$ cat config.mk
export PLATFORM = sky130hd
export DESIGN_NAME = imem_boot_loader
export DESIGN_NICKNAME = d
export VERILOG_FILES = /design/src/rtl/imem_boot_loader.sv
export SDC_FILE = /design/constraint.sdc
export NUM_CORES = 1
export LEC_CHECK = 0
export CORE_MARGIN = 8
export CORE_UTILIZATION = 61
export CTS_BUF_LIST = sky130_fd_sc_hd__clkbuf_4 sky130_fd_sc_hd__clkbuf_8
export CTS_CLUSTER_SIZE = 14
export DETAILED_ROUTE_END_ITERATION = 12
export GPL_TIMING_DRIVEN = 0
export PLACE_DENSITY_LB_ADDON = 0.05
export SYNTH_ARGS = -nofsm -noshare
export SYNTH_HDL_FRONTEND = slang
export SYNTH_SLANG_ARGS = --single-unit
$ cat constraint.sdc
create_clock -name clk -period 4.8 [get_ports clk]
set_clock_uncertainty 0.2 [all_clocks]
set_input_delay 0.96 -clock clk [delete_from_list [all_inputs] [get_ports clk]]
set_output_delay 0.96 -clock clk [all_outputs]
set_load 0.005 [all_outputs]
$ cat src/rtl/imem_boot_loader.sv
// Boot loader: receives a length byte, N little-endian 32-bit words and an XOR
// checksum over a byte stream, writes the words into instruction memory, then releases the core.
module imem_boot_loader #(
  parameter int DEPTH  = 64,
  parameter int ADDR_W = 6
) (
  input  logic              clk,
  input  logic              areset,
  input  logic              rx_valid,
  input  logic [7:0]        rx_data,
  output logic              rx_ready,
  output logic              wr_en,
  output logic [ADDR_W-1:0] wr_addr,
  output logic [31:0]       wr_data,
  output logic              core_run,
  output logic              load_err
);

  // state | meaning
  // LEN   | waiting for the word-count byte
  // BYTE  | assembling the current word, 4 bytes little-endian
  // WRITE | one-cycle write strobe of the assembled word
  // CSUM  | waiting for the XOR checksum byte
  // RUN   | load complete, core released (terminal)
  // ERR   | bad length or checksum (terminal)
  typedef enum logic [2:0] {
    S_LEN, S_BYTE, S_WRITE, S_CSUM, S_RUN, S_ERR
  } state_t;

  localparam int LEN_W = ADDR_W + 1;

  state_t              state_q;
  logic [LEN_W-1:0]    len_q;
  logic [LEN_W-1:0]    idx_q;
  logic [1:0]          bcnt_q;
  logic [23:0]         shift_q;
  logic [7:0]          xor_q;
  logic                rx_ready_q;
  logic                wr_en_q;
  logic [ADDR_W-1:0]   wr_addr_q;
  logic [31:0]         wr_data_q;
  logic                core_run_q;
  logic                load_err_q;

  logic                accept;
  logic [LEN_W-1:0]    idx_d;

  assign accept = rx_valid & rx_ready_q;
  assign idx_d  = idx_q + LEN_W'(1);

  always_ff @(posedge clk) begin
    if (areset) begin
      state_q    <= S_LEN;
      len_q      <= '0;
      idx_q      <= '0;
      bcnt_q     <= '0;
      shift_q    <= '0;
      xor_q      <= '0;
      rx_ready_q <= 1'b1;
      wr_en_q    <= 1'b0;
      wr_addr_q  <= '0;
      wr_data_q  <= '0;
      core_run_q <= 1'b0;
      load_err_q <= 1'b0;
    end else begin
      case (state_q)
        S_LEN: begin
          if (accept) begin
            if (rx_data == 8'd0) begin
              state_q    <= S_RUN;
              rx_ready_q <= 1'b0;
              core_run_q <= 1'b1;
            end else if (int'(rx_data) > DEPTH) begin
              state_q    <= S_ERR;
              rx_ready_q <= 1'b0;
              load_err_q <= 1'b1;
            end else begin
              len_q   <= LEN_W'(rx_data);
              state_q <= S_BYTE;
            end
          end
        end
        S_BYTE: begin
          if (accept) begin
            xor_q  <= xor_q ^ rx_data;
            bcnt_q <= bcnt_q + 2'd1;
            case (bcnt_q)
              2'd0:    shift_q[7:0]   <= rx_data;
              2'd1:    shift_q[15:8]  <= rx_data;
              2'd2:    shift_q[23:16] <= rx_data;
              default: begin
                wr_data_q  <= {rx_data, shift_q};
                wr_addr_q  <= idx_q[ADDR_W-1:0];
                wr_en_q    <= 1'b1;
                rx_ready_q <= 1'b0;
                state_q    <= S_WRITE;
              end
            endcase
          end
        end
        S_WRITE: begin
          wr_en_q    <= 1'b0;
          rx_ready_q <= 1'b1;
          idx_q      <= idx_d;
          state_q    <= (idx_d == len_q) ? S_CSUM : S_BYTE;
        end
        S_CSUM: begin
          if (accept) begin
            rx_ready_q <= 1'b0;
            if (rx_data == xor_q) begin
              state_q    <= S_RUN;
              core_run_q <= 1'b1;
            end else begin
              state_q    <= S_ERR;
              load_err_q <= 1'b1;
            end
          end
        end
        S_RUN, S_ERR: state_q <= state_q;
        default: begin
          state_q    <= S_LEN;
          rx_ready_q <= 1'b1;
        end
      endcase
    end
  end

  assign rx_ready = rx_ready_q;
  assign wr_en    = wr_en_q;
  assign wr_addr  = wr_addr_q;
  assign wr_data  = wr_data_q;
  assign core_run = core_run_q;
  assign load_err = load_err_q;

endmodule
# --- After elaboration in Yosys (flattened, before gate mapping) ---
# Cells that the tools add are included.
totals:
  regBits: 93
  inputBits: 11
  out_inout_bits: 42
  wordCells: 90
classes:
  add_sub_neg: 2
  order_cmp: 1
  eq_ne: 19
  n_mux: 30
  bitwise_logic: 6
  n_reduce_logical: 18
op_table:
  columns: ["operator", "n"]
  rows:
  - ["$mux 1", 18]
  - ["$mux 3", 6]
  - ["$ne 2x2->1 const B", 9]
  - ["$pmux 3 s5", 1]
  - ["$reduce_and 3->1", 5]
  - ["$reduce_and 6->1", 2]
  - ["$reduce_and 5->1", 2]
  - ["$eq 8x8->1", 1]
  - ["$gt 8x7->1 const B", 1]
  - ["$logic_not 8->1", 1]
  - ["$xor 8x8->8", 1]
  - ["$add 7x1->7 const B", 1]
  - ["$eq 7x7->1", 1]
  - ["$eq 3x2->1 const B", 2]
  - ["$eq 3x3->1 const B", 2]
  - ["$pmux 1 s2", 3]
  - ["$not 1->1", 4]
  - ["$pmux 1 s4", 1]
  - ["$reduce_and 4->1", 1]
  - ["$reduce_bool 2->1", 2]
  - ["$eq 3x1->1 const B", 1]
  - ["$logic_not 3->1", 1]
  - ["$ne 3x3->1 const B", 1]
  - ["$reduce_or 3->1", 1]
  - ["8 further kinds", 8]

# --- Depth between registers and ports, before layout ---
# Gate-level depths: netlist (run 1).
depth:
  ltp_word: 5
  mapped_depth: 7
  mapped_depth_nobuf: 6

# --- Least setup slack after synthesis (run 1) ---
# Ideal clock, no wire load.
synth_path:
  kind: "input to register"
  start: "in rx_data[2]"
  end: "reg len_q[6]"
  setup_time_ns: 0.128
  t_arrival_ns: 2.712
  required_time_ns: 4.472
  slack_ns: 1.761
  path_stages: 6
  path_buffers: 1
  path_cell_list: "buf_4 -> or4_4 -> o31a_4 -> nor4_4 -> mux2i_1 -> nor2_1"
synth_via:
  elab_chain_cells: 3
  elab_cells_between_ends: 5
  cone_classes: "order compare: 1; bitwise: 2; reduce/logical: 2"
synth_rtl:
  columns: ["element", "line_no", "rtl"]
  rows:
  - ["start: declaration", "10", "input logic [7:0] rx_data,"]
  - ["$gt 8x7->1 or $logic_not 8->1 (tied branches)", "73, 69", null]
  - ["$not 1->1 (no line)", null, null]
  - ["$reduce_and 4->1 (no line) *", null, null]
  - ["end signal: assignment", "78", "len_q <= LEN_W'(rx_data);"]
  - ["end: declaration", "33", "logic [LEN_W-1:0] len_q;"]
# Mark *: on every way between the ends. The rest lies on a longest branch, timed or not.
# A chain may end at the register's enable or synchronous reset.

# --- Worst setup path after layout (run 1) ---
layout_path:
  start: "in rx_valid"
  end: "reg wr_addr_q[2] (netlist: wr_addr[2])"
layout_via:
  elab_chain_cells: 2
layout_rtl:
  columns: ["element", "line_no", "rtl"]
  rows:
  - ["start: declaration", "9", "input logic rx_valid,"]
  - ["$and 1x1->1", "48", "assign accept = rx_valid & rx_ready_q;"]
  - ["$reduce_and 3->1 (no line)", null, null]
  - ["end signal: assignment", "93", "wr_addr_q <= idx_q[ADDR_W-1:0];"]
  - ["end: declaration", "40", "logic [ADDR_W-1:0] wr_addr_q;"]
# No other way between the ends.

==> metrics.txt, run 1 <==
pin count of the biggest net entering global routing=16; Unique masters post-synth=41; Final Hold Fails=0; Root Buffer=clkbuf_8; CP max stage delay=510 ps; Max Cap Viol=0; min-delay src=wr_data[24]; outcome=completed; GRT Overall Usage=21.3%; Post-Syn Instances=458; worst skew pair latency=350 ps; Critical R2R Launch=rx_ready; Inserted Diodes=0; CP Launch Type=input port; CTS resizes=0; Area contributors post-synth=dfxtp_1, nand2_1, mux2i_1, a21oi_1, nor2_1; gr ovfl total=0; worst path bufs/invs=3; Worst path depth=8; final core utilization=73.8%; core area=6280 um^2; CP arrival=3510 ps; share of layout cells above drive strength 1=5.02%; GPL Wtd Cong=0.870; routed len/inst=15.4 um; Reg2Reg Setup Slack=2080 ps; total power=0.00149 W; final hold slack=256 ps; Die W=96.1 um; Hold EP=wr_data[24]; setup_tns=0 ps; worst-path fanout max=10; critical path's top delay family=buffers and inverters; clock buffer count from CTS=9; DR DRC count=0; CP required=4880 ps; critical-path cell list=clkdlybuf4s50_1, nand2_1, nor3_1, and2_1, clkbuf_1, buf_1, nand2_1, a21oi_1; cell row count=29; Setup Buffers After CTS=0; Critical-path top delay cell=nor3_1; syn avg cell area=8.55 um^2; fmax=292 MHz; crit path capture type=flop; final setup vio count=0; Slew @ Worst Pin=705 ps; slew margin rel.=52.6%; Detailed Route Iter0 Violations=101; CP most frequent cell=nand2_1; Worst-path clk slew=90 ps; Total Nets Final=529; Final Cycle Share=71.5%; first-pass GRT wire length=15,300 um; Synth top area share=47.5%; yosys warns=0; WHS Path Cells=2; commonest cells in the netlist=dfxtp_1, nand2_1, nor2_1, a21oi_1, mux2i_1; clock sink total=93; hold buffers post-CTS=0; EDFF count, synth=0; Slew Limit Fails=0; Pleak=1.56 nW; Peak VDD IR=0.000233 V; vias in the first global route=3,176; CTS H-tree lvls=3; via count=3,187; die area=9240 um^2; final wirelength=9180 um; CTS tree=built; post-synthesis sequential area ratio=47.5%; cell taking the most area after synthesis=dfxtp_1; antenna violations before repair=0; IO Count=53; reg2reg end=wr_addr[2]; Seq cells post-synth=93; 1st-pass router iterations=4; Avg Vias per Cell=5.36; CP Class=input port to flop; Mapped Nets=474; maximum root-to-sink buffer count=2; pwr/cell area=322 nW/um^2; Top FF cell, synth=dfxtp_1; antenna-violating nets left=0; Mapped Area=3920 um^2; Worst R2R Path Depth=7; minimum clock period after layout=3430 ps; RSZ-0062 raised after global routing=false; P&R area growth vs syn=18.3%; # port buffers=44; die extent in y=96.1 um; Initial Util=62.4%; HP Class=flop to flop; post-DP HPWL=6470 um; Async S/R FF share, synth=0%
layout make-up:
class | count | area, um^2
Fill cell | 509 | 1640
Timing Repair Buffer | 44 | 440
Clock inverter | 5 | 35.0
Tap cell | 77 | 96.3
Buffer | 34 | 148
Multi-Input combinational cell | 327 | 1890
Sequential cell | 93 | 1860
Inverter | 4 | 15.0
Clock buffer | 11 | 145
state kept, by name (all words and copies together) (netlist names):
name / count
rx_ready: 1
idx_q: 7
shift_q: 24
wr_addr: 6
core_run: 1
xor_q: 8
bcnt_q: 2
state_q: 3
wr_en: 1
len_q: 7
wr_data: 32
load_err: 1
worst reg2reg max path: stages, from the launching register on:
cell	delay, ps
dfxtp_1	370
nand2_1	230
nor3_1	520
and2_1	240
clkbuf_1	460
buf_1	390
nand2_1	110
a21oi_1	130
placed cells by master, fill, tap and decap left out, types with 5 or more instances in the layout:
cell	n
nor2_1	58
xnor2_1	15
a21oi_1	45
clkbuf_1	27
nand2_1	93
ha_1	5
clkbuf_8	10
nor3_1	5
xor2_1	15
mux2i_1	34
dfxtp_1	93
and2_1	5
nor2b_1	7
clkdlybuf4s50_1	44
nand2b_1	5
power by group:
part	switching, W	internal (W)
clock	0.000277	0.000210
sequential	0.0000245	0.000798
combinational	0.000104	0.0000778
total	0.000405	0.00109
kinds of logic (layout without fill, tap and decap cells):
group	Yosys count	after routing	share of synthesized area, %
AO/OA/AOI/OAI	64	64	9.49
multiplexers	34	34	8.69
buffers and inverters	38	98	4.15
XOR/XNOR	30	30	6.71
AND/OR/NAND/NOR	193	193	21.6
flip-flops	93	93	47.5
adder cells (fa/ha/maj)	6	6	1.85
worst max-delay path by stage:
| stage | to | start | slack, ps |
|---|---|---|---|
| after floorplan | len_q[6] | rx_data[2] | 1760 |
| after global placement | wr_data[21] | rx_valid | 1130 |
| after detailed placement | wr_data[31] | rx_valid | 1080 |
| after CTS | wr_addr[2] | rx_valid | 1420 |
| after global routing | wr_addr[0] | rx_valid | 1120 |
| final | wr_addr[2] | rx_valid | 1370 |
through the flow:
| stage | cell area, um^2 | instances | setup slack, ps |
|---|---|---|---|
| 5_1_grt | 4630 | 595 | 1120 |
| 2_1_floorplan | 3920 | 458 | 1760 |
| 4_1_cts | 4630 | 595 | 1420 |
| 3_5_place_dp | 4450 | 579 | 1080 |
| 3_3_place_gp | 4450 | 579 | 1130 |
| 6_report | 4630 | 595 | 1370 |
per-layer routing:
metal	routed length [um]	GRT usage [%]	up-vias
met4	106	6.27	0
met5	0	0	-
met3	502	4.99	7
met1	4240	26.1	1506
met2	4330	36.3	57
li1	-	-	1617
Power figures use the tool's default switching activity.
==> run 2: changes to the inputs <==
--- a/config.mk
+++ b/config.mk
@@ -6,7 +6,7 @@
 export NUM_CORES = 1
 export LEC_CHECK = 0
 export CORE_MARGIN = 8
-export CORE_UTILIZATION = 61
+export CORE_UTILIZATION = 51
 export CTS_BUF_LIST = sky130_fd_sc_hd__clkbuf_4 sky130_fd_sc_hd__clkbuf_8
 export CTS_CLUSTER_SIZE = 14
 export DETAILED_ROUTE_END_ITERATION = 12
==> constraint.sdc (replaced) <==
create_clock -name clk -period 2.9 [get_ports clk]
set_clock_uncertainty 0.2 [all_clocks]
set_input_delay 0.58 -clock clk [delete_from_list [all_inputs] [get_ports clk]]
set_output_delay 0.58 -clock clk [all_outputs]
set_load 0.005 [all_outputs]
==> run 2 against run 1 <==
  * Register-to-register slack worse by 1500 ps
  * Critical path depth stayed put
  * Final area is 1.7% higher
  * Sequential power grew 65%
  * Clock-buffer cell count shrank 1
  * Setup slack worse by 1200 ps
  * Non-clock buffer count is the same
  * Worst hold slack got worse by 7.9 ps
  * Core utilization shrank 12 points
  * Largest power group unchanged
==> metrics.txt, run 2 (synthesis gave the netlist of run 1 again) <==
Die W=104 um (+7.8%); Total Nets Final=529 (unchanged); worst-path fanout max=10 (unchanged); clock buffer count from CTS=9 (unchanged); fin cells=619 (+4.0%); minimum clock period after layout=2680 ps; worst skew pair latency=350 ps (about the same); Initial Util=51.8% (-11 points); Place WS=-499 ps (-1580 ps); outcome=completed; GPL Wtd Cong=0.852 (-2.0%); min-delay src=shift_q[7]; P&R area growth vs syn=20.3%; CP Class=input port to flop; CP max stage delay=510 ps (about the same); Largest register FFs=32 (unchanged); CTS H-tree lvls=3 (unchanged); most frequent cells in the layout=nand2_1, dfxtp_1, nor2_1; CP required=2970 ps (-1910 ps); Critical R2R Launch=rx_ready; Root Buffer=clkbuf_8; via count=3,156 (-0.97%); met2 WL=3900 um (-9.9%); Inserted Diodes=0 (unchanged); Final Hold Fails=0 (unchanged); crit path capture type=flop; slew margin rel.=53.8% (+1.2 points); vias in the first global route=3,162 (-0.44%); gr ovfl total=0 (unchanged); DR WL met3=392 um (-22%); CP Launch Type=input port; share of layout cells above drive strength 1=5.22% (+0.20 points); clock sink total=93 (unchanged); Final Cycle Share=92.5%; Slew Limit Fails=0 (unchanged); Peak VDD IR=0.000321 V (+37%); first-pass GRT wire length=15,400 um (+0.45%); total power=0.00260 W (+75%); CTS tree=built; met1 wire length=4480 um (+5.6%); final wirelength=8940 um (-2.6%); fmax=373 MHz; placed cells=604 (+4.3%); Pleak=1.58 nW (+1.3%); Setup Buffers After CTS=0 (unchanged); DR DRC count=0 (unchanged); RSZ-0062 raised after global routing=false; die extent in y=104 um (+7.8%); maximum root-to-sink buffer count=2 (unchanged); Finished Cell Area=4710 um^2 (+1.7%); Critical-path top delay cell=clkbuf_1; fillcell total=691 (+36%); antenna-violating nets left=0 (unchanged); Detailed Route Iter0 Violations=170 (+68%); # port buffers=44 (unchanged); DP Area=4490 um^2 (+0.70%); 1st-pass router iterations=4 (unchanged); fin worst setup slack=218 ps (-1150 ps); Max Cap Viol=0 (unchanged); GRT Overall Usage=17.1% (-4.2 points); critical-path cell list=clkdlybuf4s50_1, nand2_1, nor3_2, nand2_1, clkbuf_1, clkbuf_1, nand2_1, a21oi_1; pin count of the biggest net entering global routing=16 (unchanged); final setup vio count=0 (unchanged); post-DP HPWL=6370 um (-1.6%); Worst-path clk slew=90 ps (about the same); routed len/inst=14.4 um (-6.4%); Avg Vias per Cell=5.10 (-4.8%); DR top layer=met4; HP Class=flop to flop; CP most frequent cell=nand2_1; cell row count=32 (+10%); die area=10,700 um^2 (+16%); antenna violations before repair=0 (unchanged); IO Count=53 (unchanged); crit path from=rx_valid; Slew @ Worst Pin=687 ps (-18.2 ps); pwr/cell area=552 nW/um^2 (+72%); CP arrival=2760 ps (-750 ps); core area=7570 um^2 (+21%)
run 2: repair_timing:
action	4_1_cts	5_1_grt
setup endpoints to repair	20	20
hold buffers	0	0
resized for setup	1	2
run 2: worst paths after layout:
path	to	slack, ps	depth (start not counted)
max	wr_data[23]	220	8
min	wr_data[7]	250	2
max reg2reg	wr_data[23]	550	7
min reg2reg	wr_data[7]	250	2
run 2: report_power, final:
group | internal, W | leakage (nW) | switching, W
Clock | 0.000508 | 0.109 | 0.000438
Sequential | 0.00132 | 0.751 | 0.0000401
Combinational | 0.000130 | 0.719 | 0.000169
run 2: per-stage QoR:
| step | hold WS [ps] | utilization [%] | TNS, ps |
|---|---|---|---|
| after floorplan | 231 | - | 0 |
| after global placement | 240 | 59.3 | -13160 |
| after detailed placement | 245 | 59.3 | -15340 |
| after CTS | 249 | 62.3 | 0 |
| after global routing | 268 | 62.3 | 0 |
| final | 248 | 62.3 | 0 |
run 2: area by class of cell:
type / count / area [um^2] / share of cell area (%)
clock buffers: 10 / 138 / 2.92
inverters: 4 / 15.0 / 0.318
plain buffers: 34 / 149 / 3.16
flip-flops and latches: 93 / 1860 / 39.5
clock inverters: 5 / 85.1 / 1.80
repair buffers: 44 / 440 / 9.34
multi-input cells: 327 / 1900 / 40.3
well taps: 102 / 128 / 2.71
run 2: worst max-delay path: cells and delay by family:
kind	cells	cell delay, ps
buffers and inverters	3	1360
AND/OR/NAND/NOR	4	640
AO/OA/AOI/OAI	1	150
run 2: per-layer routing:
| layer | vias to the layer above | track usage [%] |
|---|---|---|
| met5 | - | 0 |
| met4 | 0 | 9.02 |
| met2 | 65 | 25.5 |
| li1 | 1618 | - |
| met3 | 14 | 4.21 |
| met1 | 1459 | 22.2 |
==> run 3: changes to the inputs <==
--- a/config.mk
+++ b/config.mk
@@ -8,7 +8,7 @@
 export CORE_MARGIN = 8
 export CORE_UTILIZATION = 51
 export CTS_BUF_LIST = sky130_fd_sc_hd__clkbuf_4 sky130_fd_sc_hd__clkbuf_8
-export CTS_CLUSTER_SIZE = 14
+export CTS_CLUSTER_SIZE = 20
 export DETAILED_ROUTE_END_ITERATION = 12
 export GPL_TIMING_DRIVEN = 0
 export PLACE_DENSITY_LB_ADDON = 0.05
==> results of run 3 <==
Final layout, timing and power as in run 2 (identical DEF).
